`config.mk`:
```
export PLATFORM = sky130hd
export DESIGN_NAME = photon_stream_serializer_flat
export DESIGN_NICKNAME = d
export VERILOG_FILES = /design/src/rtl/photon_stream_serializer_if.sv /design/src/rtl/photon_stream_serializer.sv /design/src/flat_wrapper.sv
export SDC_FILE = /design/constraint.sdc
export NUM_CORES = 1
export LEC_CHECK = 0
export ABC_AREA = 1
export CELL_PAD_IN_SITES_DETAIL_PLACEMENT = 1
export CELL_PAD_IN_SITES_GLOBAL_PLACEMENT = 1
export CORE_ASPECT_RATIO = 0.5
export CORE_MARGIN = 2
export CORE_UTILIZATION = 38
export CTS_CLUSTER_DIAMETER = 120
export CTS_CLUSTER_SIZE = 28
export DETAILED_ROUTE_END_ITERATION = 12
export PLACE_DENSITY = 0.85
export SLEW_MARGIN = 40
export SYNTH_ARGS = -nofsm -noshare
export SYNTH_HDL_FRONTEND = slang
export SYNTH_SLANG_ARGS = --single-unit
export TNS_END_PERCENT = 50
```
`constraint.sdc`:
```
create_clock -name clock -period 9.3 [get_ports clock]
set_input_delay 2.79 -clock clock [delete_from_list [all_inputs] [get_ports clock]]
set_output_delay 2.79 -clock clock [all_outputs]
set_load 0.01 [all_outputs]
```
`src/rtl/photon_stream_serializer_if.sv`:
```
// Record-input and word-stream bus of photon_stream_serializer.
// slave is the serializer's view, master is the pipeline/host side.
interface photon_stream_serializer_if #(
    parameter int unsigned COUNT_W = 32
);
    logic               i_valid;
    logic               o_in_ready;
    logic [31:0]        i_x;
    logic [31:0]        i_y;
    logic [31:0]        i_z;
    logic [31:0]        i_ux;
    logic [31:0]        i_uy;
    logic [31:0]        i_uz;
    logic [31:0]        i_sz;
    logic [31:0]        i_sr;
    logic [31:0]        i_sleftz;
    logic [31:0]        i_sleftr;
    logic [31:0]        i_weight;
    logic [2:0]         i_layer;
    logic               i_dead;
    logic               i_hit;
    logic [31:0]        o_data;
    logic               o_valid;
    logic               i_ready;
    logic               o_last;
    logic [3:0]         o_index;
    logic [COUNT_W-1:0] o_count;

    modport slave (
        input  i_valid, i_x, i_y, i_z, i_ux, i_uy, i_uz, i_sz, i_sr,
               i_sleftz, i_sleftr, i_weight, i_layer, i_dead, i_hit, i_ready,
        output o_in_ready, o_data, o_valid, o_last, o_index, o_count
    );

    modport master (
        output i_valid, i_x, i_y, i_z, i_ux, i_uy, i_uz, i_sz, i_sr,
               i_sleftz, i_sleftr, i_weight, i_layer, i_dead, i_hit, i_ready,
        input  o_in_ready, o_data, o_valid, o_last, o_index, o_count
    );
endinterface

```
`src/rtl/photon_stream_serializer.sv`:
```
// Drains one photon record at a time into a shadow buffer and streams it as 32-bit words.
// Optional macro PHOTON_SER_CHECKSUM_EN appends an XOR checksum word (13 words per record).
module photon_stream_serializer #(
    parameter bit          DROP_DEAD = 1'b1,
    parameter int unsigned COUNT_W   = 32
) (
    input  logic                        clock,
    input  logic                        reset,
    photon_stream_serializer_if.slave   bus
);
    localparam int unsigned NREC = 12;
`ifdef PHOTON_SER_CHECKSUM_EN
    localparam int unsigned NWORDS = 13;
`else
    localparam int unsigned NWORDS = 12;
`endif
    localparam logic [3:0] LAST_IDX = 4'(NWORDS - 1);

    localparam logic [0:0] S_IDLE = 1'b0;
    localparam logic [0:0] S_SEND = 1'b1;

    logic [0:0]         state_q, state_d;
    logic               valid_q, valid_d;
    logic               last_q, last_d;
    logic [3:0]         index_q, index_d;
    logic [31:0]        data_q, data_d;
    logic [COUNT_W-1:0] count_q, count_d;
    logic [31:0]        buf_q [NREC];
    logic [31:0]        in_words [NREC];
    logic [31:0]        next_word_c;
    logic [3:0]         next_idx_c;
    logic               in_ready_c;
    logic               accept_c;
    logic               load_c;
    logic               xfer_c;
    logic               done_c;

    // Record fields in transmit order
    always_comb begin
        in_words[0]  = bus.i_x;
        in_words[1]  = bus.i_y;
        in_words[2]  = bus.i_z;
        in_words[3]  = bus.i_ux;
        in_words[4]  = bus.i_uy;
        in_words[5]  = bus.i_uz;
        in_words[6]  = bus.i_sz;
        in_words[7]  = bus.i_sr;
        in_words[8]  = bus.i_sleftz;
        in_words[9]  = bus.i_sleftr;
        in_words[10] = bus.i_weight;
        in_words[11] = {27'b0, bus.i_hit, bus.i_dead, bus.i_layer};
    end

    // Ready also on the final-word transfer so consecutive records need no bubble
    assign in_ready_c = !reset && ((state_q == S_IDLE) || (valid_q && bus.i_ready && last_q));
    assign accept_c   = in_ready_c && bus.i_valid;
    assign load_c     = accept_c && !(DROP_DEAD && bus.i_dead);
    assign xfer_c     = valid_q && bus.i_ready;
    assign done_c     = xfer_c && last_q;
    assign next_idx_c = index_q + 4'd1;

`ifdef PHOTON_SER_CHECKSUM_EN
    logic [31:0] csum_q;
    logic [31:0] in_xor_c;

    // Checksum is formed once at record load from the same fields that get buffered
    always_comb begin
        in_xor_c = '0;
        for (int i = 0; i < NREC; i++) in_xor_c = in_xor_c ^ in_words[i];
    end

    always_ff @(posedge clock) begin
        if (load_c) csum_q <= in_xor_c;
    end

    always_comb begin
        if (next_idx_c < 4'(NREC)) next_word_c = buf_q[next_idx_c];
        else                       next_word_c = csum_q;
    end
`else
    always_comb begin
        if (next_idx_c < 4'(NREC)) next_word_c = buf_q[next_idx_c];
        else                       next_word_c = '0;
    end
`endif

    always_ff @(posedge clock) begin
        if (load_c) buf_q <= in_words;
    end

    // Next-state and registered-output logic
    always_comb begin
        state_d = state_q;
        valid_d = valid_q;
        last_d  = last_q;
        index_d = index_q;
        data_d  = data_q;
        count_d = count_q;
        if (done_c) count_d = count_q + COUNT_W'(1);
        if (load_c) begin
            state_d = S_SEND;
            valid_d = 1'b1;
            index_d = 4'd0;
            last_d  = 1'b0;
            data_d  = bus.i_x;
        end else if (done_c) begin
            state_d = S_IDLE;
            valid_d = 1'b0;
            index_d = 4'd0;
            last_d  = 1'b0;
            data_d  = '0;
        end else if (xfer_c) begin
            index_d = next_idx_c;
            data_d  = next_word_c;
            last_d  = (next_idx_c == LAST_IDX);
        end
    end

    always_ff @(posedge clock) begin
        if (reset) begin
            state_q <= S_IDLE;
            valid_q <= 1'b0;
            last_q  <= 1'b0;
            index_q <= 4'd0;
            data_q  <= '0;
            count_q <= '0;
        end else begin
            state_q <= state_d;
            valid_q <= valid_d;
            last_q  <= last_d;
            index_q <= index_d;
            data_q  <= data_d;
            count_q <= count_d;
        end
    end

    assign bus.o_in_ready = in_ready_c;
    assign bus.o_valid    = valid_q;
    assign bus.o_last     = last_q;
    assign bus.o_index    = index_q;
    assign bus.o_data     = data_q;
    assign bus.o_count    = count_q;
endmodule

```
`src/flat_wrapper.sv`:
```
// flat-port wrapper written by rule: the top's interface ports become plain ports
module photon_stream_serializer_flat 
#(
    parameter bit          DROP_DEAD = 1'b1,
    parameter int unsigned COUNT_W   = 32
)
  (clock, reset, bus_i_valid, bus_i_x, bus_i_y, bus_i_z, bus_i_ux, bus_i_uy, bus_i_uz, bus_i_sz, bus_i_sr, bus_i_sleftz, bus_i_sleftr, bus_i_weight, bus_i_layer, bus_i_dead, bus_i_hit, bus_i_ready, bus_o_in_ready, bus_o_data, bus_o_valid, bus_o_last, bus_o_index, bus_o_count);
  photon_stream_serializer_if #(.COUNT_W(COUNT_W)) bus_i ();
  input  logic clock;
  input  logic reset;
  input wire logic [$bits(bus_i.i_valid)-1:0] bus_i_valid;
  input wire logic [$bits(bus_i.i_x)-1:0] bus_i_x;
  input wire logic [$bits(bus_i.i_y)-1:0] bus_i_y;
  input wire logic [$bits(bus_i.i_z)-1:0] bus_i_z;
  input wire logic [$bits(bus_i.i_ux)-1:0] bus_i_ux;
  input wire logic [$bits(bus_i.i_uy)-1:0] bus_i_uy;
  input wire logic [$bits(bus_i.i_uz)-1:0] bus_i_uz;
  input wire logic [$bits(bus_i.i_sz)-1:0] bus_i_sz;
  input wire logic [$bits(bus_i.i_sr)-1:0] bus_i_sr;
  input wire logic [$bits(bus_i.i_sleftz)-1:0] bus_i_sleftz;
  input wire logic [$bits(bus_i.i_sleftr)-1:0] bus_i_sleftr;
  input wire logic [$bits(bus_i.i_weight)-1:0] bus_i_weight;
  input wire logic [$bits(bus_i.i_layer)-1:0] bus_i_layer;
  input wire logic [$bits(bus_i.i_dead)-1:0] bus_i_dead;
  input wire logic [$bits(bus_i.i_hit)-1:0] bus_i_hit;
  input wire logic [$bits(bus_i.i_ready)-1:0] bus_i_ready;
  output wire logic [$bits(bus_i.o_in_ready)-1:0] bus_o_in_ready;
  output wire logic [$bits(bus_i.o_data)-1:0] bus_o_data;
  output wire logic [$bits(bus_i.o_valid)-1:0] bus_o_valid;
  output wire logic [$bits(bus_i.o_last)-1:0] bus_o_last;
  output wire logic [$bits(bus_i.o_index)-1:0] bus_o_index;
  output wire logic [$bits(bus_i.o_count)-1:0] bus_o_count;
  assign bus_i.i_valid = bus_i_valid;
  assign bus_i.i_x = bus_i_x;
  assign bus_i.i_y = bus_i_y;
  assign bus_i.i_z = bus_i_z;
  assign bus_i.i_ux = bus_i_ux;
  assign bus_i.i_uy = bus_i_uy;
  assign bus_i.i_uz = bus_i_uz;
  assign bus_i.i_sz = bus_i_sz;
  assign bus_i.i_sr = bus_i_sr;
  assign bus_i.i_sleftz = bus_i_sleftz;
  assign bus_i.i_sleftr = bus_i_sleftr;
  assign bus_i.i_weight = bus_i_weight;
  assign bus_i.i_layer = bus_i_layer;
  assign bus_i.i_dead = bus_i_dead;
  assign bus_i.i_hit = bus_i_hit;
  assign bus_i.i_ready = bus_i_ready;
  assign bus_o_in_ready = bus_i.o_in_ready;
  assign bus_o_data = bus_i.o_data;
  assign bus_o_valid = bus_i.o_valid;
  assign bus_o_last = bus_i.o_last;
  assign bus_o_index = bus_i.o_index;
  assign bus_o_count = bus_i.o_count;
  photon_stream_serializer #(.DROP_DEAD(DROP_DEAD), .COUNT_W(COUNT_W)) u_core (.clock(clock), .reset(reset), .bus(bus_i));
endmodule
```
==> metrics.yaml, run 1 <==
synthesis:
  ys_seq_area_share_pct: 65.8
  syn_nets: 2277
  yosysTopAreaCell: "edfxtp_1"
  yosys_warnings: 0
  ys_ff_latch: 427
  synth.avg_cell_area_um2: 9.62
  syn_area_um2: 18400
  synth_cells: 1913
  synth_top_area_share_pct: 58.2
  yosys-top-cells-area: "edfxtp_1 58%, nand2_1 12%, dfxtp_1 7.6%"
  ys_types: 28
grt:
  grt_max_degree: 150
  use_met3_pct: 2.39
  antenna_found_initial: 25
  top_usage_layer: "met2"
  met1_usage_pct: 28.8
  grt_pass1_wl_mm: 96.7
  grt_use_met2_pct: 46.7
  gr-total-overflow: 0
  first_global_vias: 16131
  grt_usage_pct: 25.2
finish:
  drive_gt1_share_pct: 2.56
  area_growth_pct: 30.6
  final_nets: 2653
  final_cell_mix: "591 x nand2_1, 430 x clkdlybuf4s50_1, 357 x edfxtp_1"
  mostFrequentLayoutCell: "nand2_1"
timing:
  slew-limit-headroom_pct: 42.5
  fmax_mhz: 139
  final_hold_viol_count: 0
  worstMarginPinSlew_ns: 0.863
  skew_ns: 0.0286
  setup_viol: 0
  rsz0062_at_grt: "false"
  tns_ns: 0
  post-route-min-period_ns: 7.19
  slew_viol_final: 0
  period_share_pct: 77.3
setup_path:
  cp-start-kind: "input port"
  end_kind: "output port"
  reg2regPathDepth: 10
  cp.arrival_ns: 4.40
  crit_required_ns: 6.51
  slowest_delay_ns: 0.56
  path_cells: "clkdlybuf4s50_1, nand3_2, a21oi_1, clkdlybuf4s50_1"
  critical_path_class: "in -> out"
  crit_top_cell: "clkdlybuf4s50_1"
  slowest_stage: "clkdlybuf4s50_1"
  worst-path-max-fanout: 15
placement:
  dp_hpwl_mm: 47.1
  portBuffers: 431
  place_congestion: 0.848
power:
  power_density_nw_per_um2: 148
  finalPower_mw: 3.57
  leakage_nw: 9.24
  ir_drop_mv: 0.0989
floorplanning:
  num_rows: 56
  core_area_um2: 47400
  die_area_um2: 50300
  start_util_pct: 38.9
  fp.dieW_um: 315
  die_h_um: 160
  pin_count: 432
cts:
  clk-insertion-delay-late_ns: 0.57
  clock-root-buffer: "clkbuf_16"
  path_clk_slew_ns: 0.11
  post_cts_buffers: 0
  cts_tree: "yes"
  cts_buffers: 19
  clock-sinks: 427
  clock_path_buffers: 3
  cts-resized-gates: 0
  htree_levels: 1
  ctsHoldBuffers: 0
drt:
  drc: 0
  avgRoutedWirePerCell_um: 22.4
  vias: 15135
  drt_wl_total_mm: 66.4
  ant_nets: 0
  vias_per_cell: 5.10
  drt_iter0_drc: 1146
  drtPass1Iterations: 7
worst_hold_path:
  hold_path_depth: 1
  min_path_type: "reg -> reg"
run_status:
  run_status: "complete, no violations"
run:
  max_cap_viol_count: 0
[report_power, final]
group          switching (mW)  internal [mW]
clock network           0.635          0.402
logic                   0.180          0.194
registers              0.0223           2.13
total                   0.838           2.73
[Yosys cell counts]
master,instances
a21oi_1,56
nand3_1,263
o21bai_1,3
buf_1,16
nor2_1,101
edfxtp_1,357
o21ai_1,11
buf_2,32
clkinv_1,1
dfxtp_1,70
xnor2_1,3
and2_1,1
ha_1,3
inv_2,3
xor2_1,4
nand4_1,7
a211oi_1,2
buf_4,3
nor2_4,2
nor2_2,3
nand3_2,3
inv_1,258
nor3_1,6
o21ai_0,65
nand2_1,592
nand2_2,1
nand3b_1,4
clkbuf_1,43
[through the flow]
stage                     worst slack, ns  std cells  util, %  area [um^2]  hold slack, ns
after floorplan                      1.21       1913        -        18400           0.496
after global routing                 2.03       2969     50.8        24000           0.542
after CTS                            2.10       2940     50.6        24000           0.529
final                                2.11       2969     50.8        24000           0.532
after global placement               2.14       2903     49.2        23300           0.500
after detailed placement             2.11       2906     49.4        23400           0.500
[state kept, by name (all words and copies together) (netlist names)]
signal,cells
u_core.buf_q,357
u_core.bus.o_count,32
u_core.bus.o_data,32
u_core.bus.o_index,4
u_core.bus.o_last,1
u_core.state_q,1
[critical path, delay by kind of cell]
kind | cells | cell delay (ns)
AOI/OAI and AO/OA | 1 | 0.22
and+or+nand+nor | 1 | 0.29
buffers and inverters | 2 | 1.10
[logic make-up (layout without fill, tap and decap cells)]
family	Yosys count	count (layout)	synth area share [%]
and+or+nand+nor	983	983	22.3
adders and majority gates	3	3	0.204
xor gates and xnor gates	7	7	0.333
AOI/OAI and AO/OA	137	137	3.79
other	0	29	0
buffers and inverters	356	745	7.54
DFF	427	427	65.8
[final cells by class]
cell class / count / area [um^2]
inverters: 262 / 1000
flip-flops and latches: 427 / 12100
fillers: 5378 / 23300
clock inverters: 2 / 38.8
clock buffers: 32 / 524
repair buffers: 449 / 4500
diodes: 29 / 72.6
multi-input cells: 1130 / 4980
well taps: 638 / 798
[path summary, 6_finish.rpt]
path | from | end | slack (ns)
setup reg to reg | u_core.bus.o_index[0] | u_core.bus.o_data[0] | 4.48
hold / removal | u_core.bus.o_count[7] | u_core.bus.o_count[7] | 0.53
setup / recovery | bus_i_ready | bus_o_in_ready | 2.11
hold reg to reg | u_core.bus.o_count[7] | u_core.bus.o_count[7] | 0.53
[layer usage]
layer / routed length, um / vias to the layer above / share of wire, %
met1: 24800 / 7524 / 37
met2: 35300 / 459 / 53
met4: 3780 / 0 / 5.7
met3: 2530 / 165 / 3.8
li1: - / 6987 / -
met5: 0 / - / 0
Power figures use the tool's default switching activity.
==> inputs of run 2 (changes only) <==
- clock period: 9.3 -> 7.5 ns (I/O delays scaled with it)
==> metrics.yaml, run 2 (synthesis gave the netlist of run 1 again) <==
cts:
  ctsHoldBuffers: 0
  clock-sinks: 427
  clock-root-buffer: "clkbuf_16"
  cts-resized-gates: 0
  clock_path_buffers: 3
  post_cts_buffers: 0
  cts_buffers: 19
  clk-insertion-delay-late_ns: 0.56
  path_clk_slew_ns: 0.12
  cts_tree: "yes"
  htree_levels: 1
setup_path:
  cp-start-kind: "input port"
  critical_path_class: "in -> out"
  rr_endpoint: "u_core.bus.o_data[29]"
  end_kind: "output port"
  reg2reg_slack_ns: 3.34
  r2r_start: "u_core.bus.o_index[0]"
  cp-startpoint: "bus_i_ready"
  reg2regPathDepth: 10
  crit_required_ns: 5.25
  endpoint: "bus_o_in_ready"
  cp.arrival_ns: 3.90
  worst-path-max-fanout: 15
floorplanning:
  num_rows: 56
  core_area_um2: 47400
  start_util_pct: 38.9
  die_h_um: 160
  fp.dieW_um: 315
  die_area_um2: 50300
  pin_count: 432
finish:
  mostFrequentLayoutCell: "nand2_1"
  final_cell_mix: "591 x nand2_1, 430 x clkdlybuf4s50_1, 357 x edfxtp_1"
  drive_gt1_share_pct: 2.56
  largest_reg_flops: 357
  top_register: "u_core.buf_q"
  final_nets: 2653
  area_growth_pct: 30.5
  fin_util_pct: 50.7
  fillerInstances: 5382
run_status:
  run_status: "complete, no violations"
timing:
  period_share_pct: 82.0
  fmax_mhz: 163
  worstMarginPinSlew_ns: 0.848
  tns_ns: 0
  slew-limit-headroom_pct: 43.5
  post-route-min-period_ns: 6.15
  rsz0062_at_grt: "false"
  setup_viol: 0
  holdWs_ns: 0.513
  skew_ns: 0.0266
  final_hold_viol_count: 0
  slew_viol_final: 0
run:
  max_cap_viol_count: 0
drt:
  drt_iter0_drc: 1251
  vias_per_cell: 5.07
  drc: 0
  vias: 15046
  avgRoutedWirePerCell_um: 22.0
  ant_nets: 0
  drtPass1Iterations: 5
  drt_wl_total_mm: 65.5
grt:
  gr-total-overflow: 0
  first_global_vias: 15981
  grt_pass1_wl_mm: 96.4
  grt_usage_pct: 25.2
  grt_max_degree: 89
  antenna_found_initial: 27
power:
  switching_share_pct: 23.4
  power.switching_mw: 1.03
  finalPower_mw: 4.42
  leakage_nw: 9.24
  ir_drop_mv: 0.128
  combPwrFrac_pct: 10.5
  pwr-share-clk_pct: 29.1
  p_int_mw: 3.38
  p_seq_share_pct: 60.5
  power_density_nw_per_um2: 184
placement:
  portBuffers: 431
  place_congestion: 0.865
  dp_hpwl_mm: 46.3
worst_hold_path:
  min_path_type: "reg -> reg"
[run 2: power groups by stage]
stage	Clock [mW]	Combinational, mW	Sequential, mW
3_3_place_gp	0	0.436	2.72
6_report	1.28	0.462	2.67
5_1_grt	1.37	0.497	2.68
3_5_place_dp	0	0.456	2.73
2_1_floorplan	0	0.154	2.73
4_1_cts	1.29	0.460	2.67
[run 2: final cells by class]
cell class                 count  area [um^2]  area share [%]
sequential                   427        12100            50.5
tap                          638          798            3.32
clock inverter                 2         38.8           0.161
inverter                     262          997            4.15
timing repair buffer         449         4520            18.8
antenna                       31         77.6           0.323
clock buffer                  31          520            2.17
multi-input combinational   1130         4950            20.6
[run 2: per-layer routing]
layer | vias up | global-route usage, % | part of all wire (%)
met5 | - | 0 | 0
met1 | 7608 | 28.9 | 38
li1 | 7001 | - | -
met3 | 109 | 2.44 | 2.9
met2 | 328 | 46.7 | 54
met4 | 0 | 12.6 | 4.4
[run 2: stage by stage]
step                      instance area, um^2  worst slack [ns]  instances
after floorplan                         18400              1.82       1913
after global placement                  23300              1.40       2903
after detailed placement                23400              1.33       2906
after CTS                               24000              1.33       2939
after global routing                    24000              1.31       2970
final                                   24000              1.35       2970
[run 2: worst min path at each step]
stage,slack [ns],startpoint,cells past startpoint,to
2_1_floorplan,0.50,u_core.bus.o_count[7],1,u_core.bus.o_count[7]
3_3_place_gp,0.48,u_core.bus.o_count[7],1,u_core.bus.o_count[7]
3_5_place_dp,0.49,u_core.bus.o_count[7],1,u_core.bus.o_count[7]
4_1_cts,0.51,u_core.bus.o_count[7],1,u_core.bus.o_count[7]
5_1_grt,0.55,u_core.bus.o_count[7],1,u_core.bus.o_count[7]
6_report,0.51,u_core.bus.o_count[7],1,u_core.bus.o_count[7]
[run 2: worst max-delay path, stage by stage]
cell and delay, ns:
clkdlybuf4s50_1 0.55, nand3_2 0.31, a21oi_1 0.24, clkdlybuf4s50_1 0.55
==> inputs of run 3 (changes only) <==
- clock period: 7.5 -> 6.3 ns (I/O delays scaled with it)
==> metrics.yaml, run 3 (synthesis gave the netlist of run 1 again) <==
run_status:
  run_status: "complete, no violations"
grt:
  grt_max_degree: 95
  grt_pass1_wl_mm: 97.7
  gr-total-overflow: 0
  grt_usage_pct: 25.4
  antenna_found_initial: 12
  first_global_vias: 16219
drt:
  drt_iter0_drc: 1265
  drt_wl_total_mm: 65.5
  ant_nets: 0
  drtPass1Iterations: 5
  avgRoutedWirePerCell_um: 22.2
  vias: 15132
  drc: 0
  vias_per_cell: 5.12
power:
  leakage_nw: 9.25
  power_density_nw_per_um2: 219
  ir_drop_mv: 0.148
cts:
  path_clk_slew_ns: 0.12
  ctsHoldBuffers: 0
  cts_buffers: 19
  clock-sinks: 427
  cts-resized-gates: 0
  clock-root-buffer: "clkbuf_16"
  clk-insertion-delay-late_ns: 0.57
  cts_tree: "yes"
  post_cts_buffers: 0
  clock_path_buffers: 3
  htree_levels: 1
setup_path:
  reg2reg_slack_ns: 2.35
  critical_path_class: "in -> out"
  rr_endpoint: "u_core.bus.o_data[4]"
  r2r_start: "u_core.bus.o_index[0]"
  cp.arrival_ns: 3.25
  cp-start-kind: "input port"
  end_kind: "output port"
  crit_required_ns: 4.41
  cp-startpoint: "bus_i_ready"
  reg2regPathDepth: 9
  worst-path-max-fanout: 2
timing:
  fmax_mhz: 195
  setup_viol: 0
  rsz0062_at_grt: "false"
  period_share_pct: 81.6
  final_hold_viol_count: 0
  slew_viol_final: 0
  skew_ns: 0.0260
  post-route-min-period_ns: 5.14
  slew-limit-headroom_pct: 46.4
  worstMarginPinSlew_ns: 0.804
  tns_ns: 0
placement:
  portBuffers: 431
  placed_area_um2: 23400
  place_congestion: 0.889
  dp_hpwl_mm: 47.2
floorplanning:
  pin_count: 432
  num_rows: 56
  die_area_um2: 50300
  die_h_um: 160
  start_util_pct: 38.9
  fp.dieW_um: 315
  core_area_um2: 47400
worst_hold_path:
  hold_path_depth: 2
  min_path_type: "reg -> reg"
  hold_end: "u_core.bus.o_count[11]"
  hold_start: "u_core.bus.o_count[11]"
finish:
  mostFrequentLayoutCell: "nand2_1"
  final_area_um2: 24000
  area_growth_pct: 30.5
  top_register: "u_core.buf_q"
  final_cell_mix: "591 x nand2_1, 430 x clkdlybuf4s50_1, 357 x edfxtp_1"
  largest_reg_flops: 357
  drive_gt1_share_pct: 2.69
  final_nets: 2656
run:
  max_cap_viol_count: 0
## run 3: area by class of cell
| cell class | instances | area [um^2] |
|---|---|---|
| Multi-Input combinational cell | 1130 | 4960 |
| Tap cell | 638 | 798 |
| Inverter | 262 | 997 |
| Antenna cell | 14 | 35.0 |
| Timing Repair Buffer | 452 | 4530 |
| Fill cell | 5369 | 23300 |
| Clock buffer | 32 | 524 |
| Sequential cell | 427 | 12100 |
| Clock inverter | 2 | 38.8 |
## run 3: worst max-delay path: stages
cell and delay (ns):
clkdlybuf4s50_1 0.54, nand3_2 0.10, a21oi_1 0.15, clkdlybuf4s50_1 0.57
## run 3: where the power goes
part | internal [mW] | total [mW] | switching (mW)
Combinational | 0.288 | 0.555 | 0.267
Clock | 0.593 | 1.52 | 0.929
Sequential | 3.15 | 3.18 | 0.0336
Total | 4.03 | 5.26 | 1.23
## run 3: layer usage
metal | global-route usage (%) | part of all wire, %
met5 | 0 | 0
met4 | 12.0 | 4.9
met3 | 2.73 | 3.9
met2 | 48.1 | 55
met1 | 28.5 | 36
## run 3: how the worst max path moves through the flow
| stage | slack [ns] | end |
|---|---|---|
| final | 1.16 | bus_o_in_ready |
| after global placement | 1.22 | bus_o_in_ready |
| after floorplan | 0.98 | u_core.buf_q[0] |
| after global routing | 1.11 | bus_o_in_ready |
| after CTS | 1.15 | bus_o_in_ready |
| after detailed placement | 1.16 | bus_o_in_ready |
## run 3: per-stage QoR
| stage | util [%] | hold WS, ns | power [mW] | setup WS [ns] | cells |
|---|---|---|---|---|---|
| floorplan | - | 0.496 | 3.43 | 0.985 | 1913 |
| global placement | 49.3 | 0.484 | 3.77 | 1.22 | 2906 |
| detailed placement | 49.4 | 0.498 | 3.79 | 1.16 | 2909 |
| CTS | 50.6 | 0.524 | 5.27 | 1.15 | 2943 |
| global route | 50.7 | 0.544 | 5.41 | 1.11 | 2957 |
| finish | 50.7 | 0.524 | 5.26 | 1.16 | 2957 |
